**src/rtl/logic_sweep_pkg.sv**
```systemverilog
// logic_sweep_pkg
//   Shared types and constants for the logic sweep sequencer.
//   Contents: FSM state enum, field widths (TT_W, IDX_W, CNT_W),
//   default expected truth table (0x41A2 NOR/NOT netlist).
package logic_sweep_pkg;
   localparam int TT_W  = 16;
   localparam int IDX_W = 4;
   localparam int CNT_W = 8;

   localparam logic [TT_W-1:0]  EXPECTED_DEFAULT = 16'h41A2;
   localparam logic [IDX_W-1:0] LAST_IDX         = 4'hF;

   typedef enum logic [1:0] {
      IDLE   = 2'd0,
      SETTLE = 2'd1,
      SAMPLE = 2'd2,
      DONE   = 2'd3
   } state_t;
endpackage

```
**src/rtl/logic_sweep_ctrl_settle_timer.sv**
```systemverilog
// settle_timer
//   Down-counter timing the settle window for one input vector.
//   load   : (re)arm with SETTLE_CYCLES-1; has priority over en
//   en     : count down while the controller is in SETTLE
//   expired: high on the last SETTLE cycle, so SETTLE lasts exactly
//            SETTLE_CYCLES cycles after a load
// Ports: clk, rst_n (async, active low), load, en, expired.
module settle_timer
   import logic_sweep_pkg::*;
#(
   parameter int SETTLE_CYCLES = 4
) (
   input  logic clk,
   input  logic rst_n,
   input  logic load,
   input  logic en,
   output logic expired
);

   logic [CNT_W-1:0] cnt;

   always_ff @(posedge clk or negedge rst_n) begin
      if (!rst_n)
         cnt <= '0;
      else if (load)
         cnt <= CNT_W'(SETTLE_CYCLES - 1);
      else if (en && (cnt != '0))
         cnt <= cnt - CNT_W'(1);
   end

   assign expired = (cnt == '0);

endmodule

```
**src/rtl/logic_sweep_ctrl.sv**
```systemverilog
// logic_sweep_ctrl
//   Sweeps all 16 input vectors of a 4-in/1-out logic circuit, holds each
//   vector for SETTLE_CYCLES+1 cycles, samples the output on the last cycle
//   and compares the captured truth table against EXPECTED_TT.
// Ports:
//   clk, rst_n          clock, async active-low reset
//   start, abort        master handshake (start ignored while busy,
//                       abort ignored in IDLE and DONE)
//   dut_in[3:0]         vector to circuit ({in1,in2,in3,in4} = index)
//   dut_out             circuit output
//   busy, done          sweep in progress / one-cycle completion pulse
//   pass                captured == EXPECTED_TT, valid from done to next start
//   captured[15:0]      sampled truth table
//   mismatch_cnt[4:0]   mismatching vectors (5 bits so 16 cannot wrap)
//   fail_valid, fail_idx first mismatch record
// Build option: STOP_ON_FIRST_FAIL_EN ends the sweep at the first mismatch.
module logic_sweep_ctrl
   import logic_sweep_pkg::*;
#(
   parameter int              SETTLE_CYCLES = 4,
   parameter logic [TT_W-1:0] EXPECTED_TT   = EXPECTED_DEFAULT
) (
   input  logic             clk,
   input  logic             rst_n,
   input  logic             start,
   input  logic             abort,
   output logic [IDX_W-1:0] dut_in,
   input  logic             dut_out,
   output logic             busy,
   output logic             done,
   output logic             pass,
   output logic [TT_W-1:0]  captured,
   output logic [4:0]       mismatch_cnt,
   output logic             fail_valid,
   output logic [IDX_W-1:0] fail_idx
);

   state_t           state, state_nx;
   logic [IDX_W-1:0] idx;
   logic             accept, do_sample, tmr_load, tmr_expired;
   logic             miss, stop_now;
   logic [4:0]       mismatch_nx;

   settle_timer #(.SETTLE_CYCLES(SETTLE_CYCLES)) u_timer (
      .clk     (clk),
      .rst_n   (rst_n),
      .load    (tmr_load),
      .en      (state == SETTLE),
      .expired (tmr_expired)
   );

   assign miss        = (dut_out != EXPECTED_TT[idx]);
   assign mismatch_nx = mismatch_cnt + {4'd0, miss};

`ifdef STOP_ON_FIRST_FAIL_EN
   assign stop_now = miss;
`else
   assign stop_now = 1'b0;
`endif

   always_ff @(posedge clk or negedge rst_n) begin
      if (!rst_n) state <= IDLE;
      else        state <= state_nx;
   end

   always_comb begin
      state_nx  = state;
      accept    = 1'b0;
      do_sample = 1'b0;
      tmr_load  = 1'b0;
      case (state)
         IDLE: begin
            if (start) begin
               accept   = 1'b1;
               tmr_load = 1'b1;
               state_nx = SETTLE;
            end
         end
         SETTLE: begin
            if (abort)            state_nx = IDLE;
            else if (tmr_expired) state_nx = SAMPLE;
         end
         SAMPLE: begin
            // abort wins over the sample so the partial results stay frozen
            if (abort) begin
               state_nx = IDLE;
            end else begin
               do_sample = 1'b1;
               if ((idx == LAST_IDX) || stop_now) begin
                  state_nx = DONE;
               end else begin
                  state_nx = SETTLE;
                  tmr_load = 1'b1;
               end
            end
         end
         DONE:    state_nx = IDLE;
         default: state_nx = IDLE;
      endcase
   end

   // busy/done registered from next state so they line up with the FSM
   always_ff @(posedge clk or negedge rst_n) begin
      if (!rst_n) begin
         busy <= 1'b0;
         done <= 1'b0;
      end else begin
         busy <= (state_nx != IDLE);
         done <= (state_nx == DONE);
      end
   end

   always_ff @(posedge clk or negedge rst_n) begin
      if (!rst_n) begin
         idx          <= '0;
         captured     <= '0;
         mismatch_cnt <= '0;
         fail_valid   <= 1'b0;
         fail_idx     <= '0;
         pass         <= 1'b0;
      end else if (accept) begin
         idx          <= '0;
         captured     <= '0;
         mismatch_cnt <= '0;
         fail_valid   <= 1'b0;
         fail_idx     <= '0;
         pass         <= 1'b0;
      end else if (do_sample) begin
         captured[idx] <= dut_out;
         if (miss) begin
            mismatch_cnt <= mismatch_nx;
            if (!fail_valid) begin
               fail_valid <= 1'b1;
               fail_idx   <= idx;
            end
         end
         if (state_nx == DONE) pass <= (mismatch_nx == 5'd0);
         else                  idx  <= idx + IDX_W'(1);
      end else if (abort && (state == SETTLE || state == SAMPLE)) begin
         pass <= 1'b0;
      end
   end

   assign dut_in = idx;

endmodule

```
**config.mk**
```make
export PLATFORM = sky130hd
export DESIGN_NAME = logic_sweep_ctrl
export DESIGN_NICKNAME = d
export VERILOG_FILES = /design/src/rtl/logic_sweep_pkg.sv /design/src/rtl/logic_sweep_ctrl_settle_timer.sv /design/src/rtl/logic_sweep_ctrl.sv
export SDC_FILE = /design/constraint.sdc
export NUM_CORES = 1
export LEC_CHECK = 0
export ABC_AREA = 1
export CORE_ASPECT_RATIO = 2
export CORE_MARGIN = 5
export CORE_UTILIZATION = 48
export CTS_BUF_LIST = sky130_fd_sc_hd__clkbuf_4 sky130_fd_sc_hd__clkbuf_8 sky130_fd_sc_hd__clkbuf_16
export CTS_CLUSTER_SIZE = 40
export DETAILED_ROUTE_END_ITERATION = 8
export GPL_ROUTABILITY_DRIVEN = 0
export PLACE_DENSITY = 0.76
export SYNTH_ARGS = -nofsm -noshare
export SYNTH_HDL_FRONTEND = slang
export SYNTH_SLANG_ARGS = --single-unit
```
**constraint.sdc**
```tcl
create_clock -name clk -period 2.1 [get_ports clk]
set_input_delay 0.525 -clock clk [delete_from_list [all_inputs] [get_ports clk]]
set_output_delay 0.525 -clock clk [all_outputs]
set_load 0.01 [all_outputs]
```
### Word level (Yosys, flattened, before mapping)

Memories as Yosys holds them, arrays and structs flattened.
Index checks and enable logic that the tools add are counted.

| operators by class | value |
|---|---|
| multiplexer cells | 38 |
| reduce and logical (&&, ||, !) cells | 17 |
| $add $sub $neg | 3 |
| equality and inequality tests | 9 |
| magnitude comparators | 2 |

Operators by type and width:

| cell | count |
|---|---|
| 16-bit two-way mux | 2 |
| 4-bit two-way mux | 7 |
| 16-bit bitwise mux | 1 |
| 8-bit two-way mux | 2 |
| 1-bit two-way mux | 15 |
| 5-bit two-way mux | 3 |
| 2-bit two-way mux | 5 |
| 8-bit logical NOT | 1 |
| 2-bit case mux with 4 select lines | 1 |
| 2-bit nonzero test | 4 |
| 8-bit nonzero test | 1 |
| 8-bit by 1-bit subtractor with 8-bit output (second input constant) | 1 |
| 2-bit == test (second input constant) | 3 |
| 2-bit AND reduction | 3 |
| 5-bit by 1-bit adder with 5-bit output | 1 |
| 5-bit logical NOT | 1 |
| 4-bit by 5-bit < comparator with 1-bit output (second input constant) | 1 |
| 4-bit by 1-bit adder with 4-bit output (second input constant) | 1 |
| 1-bit demux with 4-bit select | 1 |
| 4-bit == test (second input constant) | 1 |
| 4-bit by 1-bit >= comparator with 1-bit output (second input constant) | 1 |
| 1-bit logical AND | 3 |
| 3-bit by 2-bit != test with 1-bit output (second input constant) | 1 |
| 3-bit AND reduction | 1 |
| 8 further kinds | 8 |

| word-level totals | value |
|---|---|
| word-level logic and storage cells | 80 |
| memory bits (read-only) | 16 |
| output and inout port bits | 33 |
| memories | 1 |
| register bits | 43 |

Memories:

| name | depth | bits a word | rd ports | clocked after Yosys merged registers in | write ports | line | text |
|---|---|---|---|---|---|---|---|
| (no name shown) | 16 | 1 | 1 | 0 | 0 | logic_sweep_ctrl.sv:52 | `assign miss = (dut_out != EXPECTED_TT[idx]);` |

### Longest topological paths before layout

Gate-level depths: netlist of the first run.

| logic depth | value |
|---|---|
| depth in word-level cells | 8 |
| gate-level depth with buffers | 15 |
| gate-level depth less buffers | 15 |

### Cells and area by module

From an unflattened synthesis of the first run, not the netlist that was laid out.

| unflattened totals | value |
|---|---|
| cells, all modules | 296 |
| area total of the unflattened synthesis | 2,447.3 µm² |

Modules (own cells, without submodules):

| module | seq. area each (µm²) | cells an instance | area each (µm²) | times used |
|---|---|---|---|---|
| logic_sweep_ctrl | 875.8 | 226 | 1,924.3 | 1 |
| settle_timer | 200.2 | 70 | 523.0 | 1 |

### Worst setup path after synthesis of the first run

Ideal clock, no wire load.

| timing path | value |
|---|---|
| path kind | register to register |
| from | reg idx[0], in the netlist dut_in[0] |
| to | reg pass |
| stages on the path, launching flop included | 16 |
| setup slack | -0.119 ns |
| arrival | 2.154 ns |
| path through | dfrtp_1 -> inv_1 -> ha_1 -> nor2_2 -> a21oi_2 -> nand2_1 -> nand2_1 -> nand2_2 -> inv_2 -> ha_1 -> ha_1 -> inv_1 -> nand3_1 -> nor4_1 -> nand3_1 -> nand2_1 |

| on the way | value |
|---|---|
| cells in the longest elaborated chain, start to end | 8 |
| elaborated cells between the ends (all ways) | 15 |
| those cells by class | add/sub (1); eq/ne (4); mux (7); reduce/logical (2); memory (1) |

RTL lines:

| element | line | text |
|---|---|---|
| start, declared | logic_sweep_ctrl.sv:39 | `logic [IDX_W-1:0] idx;` |
| start signal, assigned | logic_sweep_ctrl.sv:138 | `else idx <= idx + IDX_W'(1);` |
| memory 16 x 1 bit | -- |  |
| 1-bit two-way mux (not written as such) | logic_sweep_ctrl.sv:52 |  |
| 1-bit != test | logic_sweep_ctrl.sv:52 |  |
| 5-bit by 1-bit adder with 5-bit output | logic_sweep_ctrl.sv:53 | `assign mismatch_nx = mismatch_cnt + {4'd0, miss};` |
| 5-bit logical NOT | logic_sweep_ctrl.sv:137 | `if (state_nx == DONE) pass <= (mismatch_nx == 5'd0);` |
| 1-bit two-way mux | logic_sweep_ctrl.sv:137 |  |
| 1-bit two-way mux | logic_sweep_ctrl.sv:128 | `end else if (do_sample) begin` |
| 1-bit two-way mux | logic_sweep_ctrl.sv:121 | `end else if (accept) begin` |
| end signal, assigned | logic_sweep_ctrl.sv:137 |  |
| end, declared | logic_sweep_ctrl.sv:31 | `output logic pass,` |

Parallel ways exist; a longest one is shown, timed or not. The select of a mux whose other input is x is not followed.
A chain may end at the register's enable or synchronous reset.

### Worst setup path after layout of the first run

Ends and elaborated chain as after synthesis.

==> reports/qor.txt, run 1 <==
Synth top area share -> 45.5%
Min-Delay Path Class -> primary input to async pin
Hold-fix buffers at CTS -> 0
Clock sinks -> 43
Critical Path Fanout Max -> 4
Setup Skew -> 0.00469 ns
Diodes inserted -> 0
Die X -> 59.6 µm
Antenna viol nets, final -> 0
Worst path bufs/invs -> 2
DIE HEIGHT -> 109 µm
Placement Setup Slack -> -0.168 ns
Post-route cell area -> 0.00317 mm²
Failing checks -> negative setup slack
Post-synthesis register bit count -> 43
Clk Latency, worst-skew pair -> 0.29 ns
Outcome -> finished with violations
Final HPWL DP -> 3930 µm
Routed via count -> 2025
Drt initial violations -> 54
FFs w/ async S/R, synth -> 100%
Global-route wire length before repair -> 9110 µm
Drt wl/cell -> 13.2 µm
Fin crit share -> 103%
Count leader, synth -> nand2_1
Port bufs -> 37
Mapped Cells -> 291
Post-DP Area -> 0.00297 mm²
Critical path's slowest cell -> dfrtp_2
Drt via density -> 4.92
Initial antenna violation count -> 0
CP endpoint kind -> flop
Crit start category -> flop
Setup violators final -> 1
Core area -> 0.00482 mm²
CP top delay family -> simple AND/OR/NAND/NOR gates
Post-Syn Area per Cell -> 8.13 µm²
Slew Limit Headroom -> 63.6%
Top cells by area, synth -> dfrtp_1 45%, nand2_1 11%, ha_1 6.3%
Fin crit period -> 2.16 ns
Arr. time, crit path -> 2.40 ns
Clock H-tree levels -> 2
CTS tree -> yes
Setup TNS -> -0.0615 ns
Layout cells sized above 1 -> 22.0%
Clock Path Buffers -> 2
R2R setup slack -> -0.06 ns
DRT Pass-1 Iters -> 4
Final hold vios -> 0
Area added between synthesis and finish -> 34.1%
Crit-path cells -> inv_4 -> ha_4 -> nor2_2 -> a21oi_2 -> nand2_1 -> nand2_1 -> nand2_2 -> inv_2 -> ha_4 -> ha_4 -> nand3_4 -> xor2_2 -> nor4_2 -> nand3_1 -> nand2_1
EDFF count, synth -> 0
WHS -> 0.295 ns
Total chip power -> 2.50 mW
Final WL -> 5420 µm
PD cells -> 788 mW/mm²
Max incr delay on CP -> 0.46 ns
Synth cell types -> 32
Post-Syn Area -> 0.00237 mm²
Fmax -> 0.463 GHz
Syn Nets -> 308
Starting Density -> 49.1%
Kind of critical path -> flop to flop
Part of the Yosys area used for sequential elements -> 45.5%
Vias in the first global route -> 2015
Max Cap Viol -> 0
Residual DRC -> 0
Total CTS buffers -> 5
Clk root buf -> clkbuf_8
Synth cell count leaders -> 72 x nand2_1, 43 x dfrtp_1, 40 x inv_1
Row cnt -> 36
VDD IR-drop max -> 581 µV
RSZ-0062 raised after global routing -> yes
Ports -> 38
Worst-path clk slew -> 0.08 ns
Synth area leader -> dfrtp_1
Top FF cell, synth -> dfrtp_1
Pleak -> 1.65 nW
Slew Viols, Final -> 0
Worst-margin pin slew -> 0.546 ns
Final-stage net count -> 371
Global route overflow -> 0
Synthesis Warnings -> 0
Fillers -> 399
Total track usage -> 18.2%
Largest net degree at the start of global routing -> 44
Full die area -> 0.00652 mm²
Fin worst setup slack -> -0.0615 ns
Critical Path RT -> 2.34 ns
[cells in the final DEF, fill, tap and decap left out, types with 4 or more instances in the layout]
cell / n
clkbuf_8: 6
ha_1: 7
nor2_1: 11
nand3_1: 21
clkdlybuf4s50_1: 36
o21ai_0: 26
inv_2: 8
o21ai_2: 4
dfrtp_1: 39
a21oi_1: 7
dfrtp_2: 4
ha_4: 5
inv_1: 37
nand2_1: 72
nor2_2: 6
buf_4: 25
xor2_1: 4
o21ai_1: 6
nand2_2: 5
[timing repair]
item / CTS / global route
pin swaps: 1 / 9
buffers inserted: 0 / 2
resized for setup: 2 / 14
cloned: 0 / 0
hold endpoints to repair: 0 / 0
endpoints found under the setup margin: 2 / 7
[flip-flops by register name, summed over array words and instances (netlist names)]
signal        count
busy              1
mismatch_cnt      5
fail_idx          4
captured         16
fail_valid        1
done              1
state             2
u_timer.cnt       8
dut_in            4
pass              1
[stage by stage]
step | utilization (%) | cells
after global routing | 65.8 | 412
after floorplan | - | 291
final | 65.8 | 412
after global placement | 61.6 | 402
after detailed placement | 61.6 | 402
after CTS | 64.1 | 410
[cell families after synthesis]
| kind of cell | count (synthesis) | share of synthesized area (%) |
|---|---|---|
| AND/OR/NAND/NOR | 128 | 25.4 |
| buffers and inverters | 52 | 8.94 |
| AO/OA/AOI/OAI | 51 | 12.0 |
| flip-flops | 43 | 45.5 |
| adder cells (fa/ha/maj) | 12 | 6.35 |
| XOR/XNOR | 5 | 1.85 |
[routing by layer]
layer	routed length [µm]	vias up	part of all wire [%]	track usage (%)
met5	0	-	0	0
met4	99	0	1.8	7.45
met3	131	9	2.4	2.59
met2	3110	30	57	32.3
met1	2080	942	38	21.2
li1	-	1044	-	-
[path summary, 6_finish.rpt]
path                            depth (start not counted)                         end                    start
worst min-delay path                                    2  u_timer.cnt[7]$_DFFE_PN0P_                    rst_n
max in group asynchronous                               2       dut_in[1]$_DFFE_PN0P_                    rst_n
worst min register to register                          2     fail_idx[1]$_DFFE_PN0P_  fail_idx[1]$_DFFE_PN0P_
worst max-delay path                                   15            pass$_DFFE_PN0P_    dut_in[0]$_DFFE_PN0P_
min in group clk                                        2     fail_idx[1]$_DFFE_PN0P_  fail_idx[1]$_DFFE_PN0P_
worst max register to register                         15            pass$_DFFE_PN0P_    dut_in[0]$_DFFE_PN0P_
[where the power goes]
| group | switching (mW) | internal [mW] | total, mW |
|---|---|---|---|
| clock | 0.283 | 0.385 | 0.668 |
| combinational | 0.523 | 0.307 | 0.830 |
| sequential | 0.0685 | 0.931 | 1.00 |
| total | 0.875 | 1.62 | 2.50 |
[layout make-up]
| cell class | count | area (µm²) | area share [%] |
|---|---|---|---|
| clock buffer | 6 | 82.6 | 2.60 |
| timing repair buffer | 62 | 553 | 17.4 |
| clock inverter | 2 | 35.0 | 1.10 |
| tap | 57 | 71.3 | 2.25 |
| multi-input combinational | 196 | 1170 | 37.0 |
| inverter | 46 | 175 | 5.52 |
| sequential | 43 | 1080 | 34.1 |
(Power assumes the default switching activity.)
==> run 2, diff against run 1 <==
Settings changed: CORE_MARGIN 5 to not set.
==> run 2 against run 1 <==
The run still ends with negative setup slack left. Non-clock buffer count up 2. Utilization up 2.3 points. Clock skew up 0.0021 ns. Hold slack worse by 0.0089 ns. Register-to-register slack about the same.
==> reports/qor.txt, run 2 (synthesized netlist as in run 1, its figures left out) <==
Outcome -> finished with violations
DIE HEIGHT -> 101 µm (-7.3%)
Largest net degree at the start of global routing -> 44 (unchanged)
Final-stage net count -> 373 (+0.54%)
FF-to-FF Start -> dut_in[0]$_DFFE_PN0P_
Critical path origin -> dut_in[0]$_DFFE_PN0P_
Pleak -> 1.65 nW (about the same)
Failing checks -> negative setup slack
Fillers -> 396 (-0.75%)
Clock H-tree levels -> 2 (unchanged)
Ports -> 38 (unchanged)
R2R setup slack -> -0.06 ns (about the same)
Fin worst setup slack -> -0.0629 ns (-0.00139 ns)
Port bufs -> 37 (unchanged)
Clock sinks -> 43 (unchanged)
Residual DRC -> 0 (unchanged)
Crit start category -> flop
Max FFs per register -> 16 (unchanged)
Full die area -> 0.00523 mm² (-20%)
RSZ-0062 raised after global routing -> yes
Arr. time, crit path -> 2.40 ns (about the same)
Worst-path clk slew -> 0.09 ns (about the same)
Slew Limit Headroom -> 63.5% (-0.092 points)
Regs by FF count -> captured: 16 flops, u_timer.cnt: 8 flops, mismatch_cnt: 5 flops
Area added between synthesis and finish -> 34.8%
Layout cells sized above 1 -> 23.2% (+1.3 points)
Antenna viol nets, final -> 0 (unchanged)
Footprint of the multi-input gates -> 0.00119 mm² (+1.4%)
Post-route cell area -> 0.00319 mm² (+0.59%)
Diodes inserted -> 0 (unchanged)
Die X -> 51.6 µm (-13%)
Slew Viols, Final -> 0 (unchanged)
Kind of critical path -> flop to flop
Fin cells -> 412 (unchanged)
Drt wl/cell -> 13.2 µm (+0.63%)
Vias in the first global route -> 2156 (+7.0%)
Final hold vios -> 0 (unchanged)
Core area -> 0.00469 mm² (-2.8%)
CTS tree -> yes
Total track usage -> 22.7% (+4.5 points)
CP endpoint kind -> flop
Drt initial violations -> 56 (+3.7%)
Fin crit share -> 103% (about the same)
Post-DP Area -> 0.00297 mm² (about the same)
DRT Pass-1 Iters -> 4 (unchanged)
Clk Latency, worst-skew pair -> 0.30 ns (about the same)
Register area -> 0.00108 mm² (unchanged)
Row cnt -> 35 (-2.8%)
Max Cap Viol -> 0 (unchanged)
Fmax -> 0.462 GHz (about the same)
Commonest non-fill, non-tap cell in the layout -> nand2_1
R2R depth -> 15 (unchanged)
Starting Density -> 50.5% (+1.4 points)
Min-Delay Path Class -> primary input to async pin
Setup violators final -> 1 (unchanged)
Final HPWL DP -> 3830 µm (-2.7%)
Critical Path RT -> 2.34 ns (about the same)
Drt via density -> 5.15 (+4.8%)
Routed via count -> 2122 (+4.8%)
Setup Skew -> 0.00682 ns (+0.00213 ns)
Clock Path Buffers -> 2 (unchanged)
PD cells -> 747 mW/mm² (-5.1%)
Initial antenna violation count -> 0 (unchanged)
Clk root buf -> clkbuf_8
Critical Path Fanout Max -> 3 (-1)
Global route overflow -> 0 (unchanged)
Largest Register -> captured
Worst r2r dst -> pass$_DFFE_PN0P_
Worst-margin pin slew -> 0.547 ns (+0.00137 ns)
Most frequent cells in the layout -> 72 x nand2_1, 39 x dfrtp_1, 36 x inv_1, 36 x clkdlybuf4s50_1, 26 x o21ai_0
Dpl cells -> 399 (-0.75%)
Final WL -> 5460 µm (+0.63%)
Total CTS buffers -> 5 (unchanged)
Global-route wire length before repair -> 8900 µm (-2.3%)
VDD IR-drop max -> 715 µV (+23%)
Fin crit period -> 2.16 ns (+0.00139 ns)
[run 2: stage by stage]
stage	hold WS [ns]	TNS (ns)	util [%]	power (mW)	worst slack (ns)
floorplan	0.229	0	-	1.56	0.0435
global placement	0.465	-0.466	63.4	1.81	-0.186
detailed placement	0.474	-1.03	63.4	1.83	-0.229
finish	0.287	-0.0629	68.1	2.38	-0.0629
CTS	0.302	-0.0264	65.5	2.38	-0.0264
global route	0.331	-0.192	68.1	2.56	-0.189
[run 2: worst max path at each step]
stage	cells after the start	slack (ns)	end
global route	15	-0.19	pass$_DFFE_PN0P_
finish	15	-0.06	pass$_DFFE_PN0P_
CTS	14	-0.03	pass$_DFFE_PN0P_
floorplan	15	0.04	pass$_DFFE_PN0P_
detailed placement	12	-0.23	pass$_DFFE_PN0P_
global placement	12	-0.19	pass$_DFFE_PN0P_
[run 2: per-layer routing]
layer	routed length (µm)	global-route usage, %	share of wire (%)
met3	129	2.70	2.4
met5	0	0	0
met1	2120	21.9	39
met4	184	14.6	3.4
met2	3020	43.0	55
[run 2: where the power goes]
| group | switching, mW | internal (mW) | total (mW) |
|---|---|---|---|
| registers | 0.0689 | 0.932 | 1.00 |
| clock network | 0.288 | 0.246 | 0.534 |
| logic | 0.524 | 0.325 | 0.850 |
[run 2: cell type report]
class	count	area share, %
Timing Repair Buffer	64	18.3
Inverter	46	5.57
Sequential cell	43	33.9
Clock buffer	6	2.39
Clock inverter	2	0.392
Multi-Input combinational cell	196	37.3
Tap cell	55	2.16
[run 2: what timing repair did]
item	CTS	global route
pin swaps	1	8
buffers inserted	0	5
hold buffers	0	0
endpoints found under the setup margin	2	4
gates resized for setup	3	19
[run 2: worst max-delay path, cell delays in order (launching register included)]
cell and delay, ns:
dfrtp_2 0.45, inv_4 0.10, ha_4 0.16, nor2_4 0.03
a21oi_2 0.12, nand2_1 0.06, nand2_1 0.07, nand2_2 0.07
inv_2 0.07, ha_4 0.13, ha_4 0.15, nand3_4 0.08
xor2_2 0.17, nor4_2 0.26, nand3_1 0.11, nand2_1 0.06
==> run 3, diff against run 2 <==
Settings changed: SLEW_MARGIN set to 20.
==> results of run 3 <==
No change in the layout: final DEF, timing and power equal those of run 2.
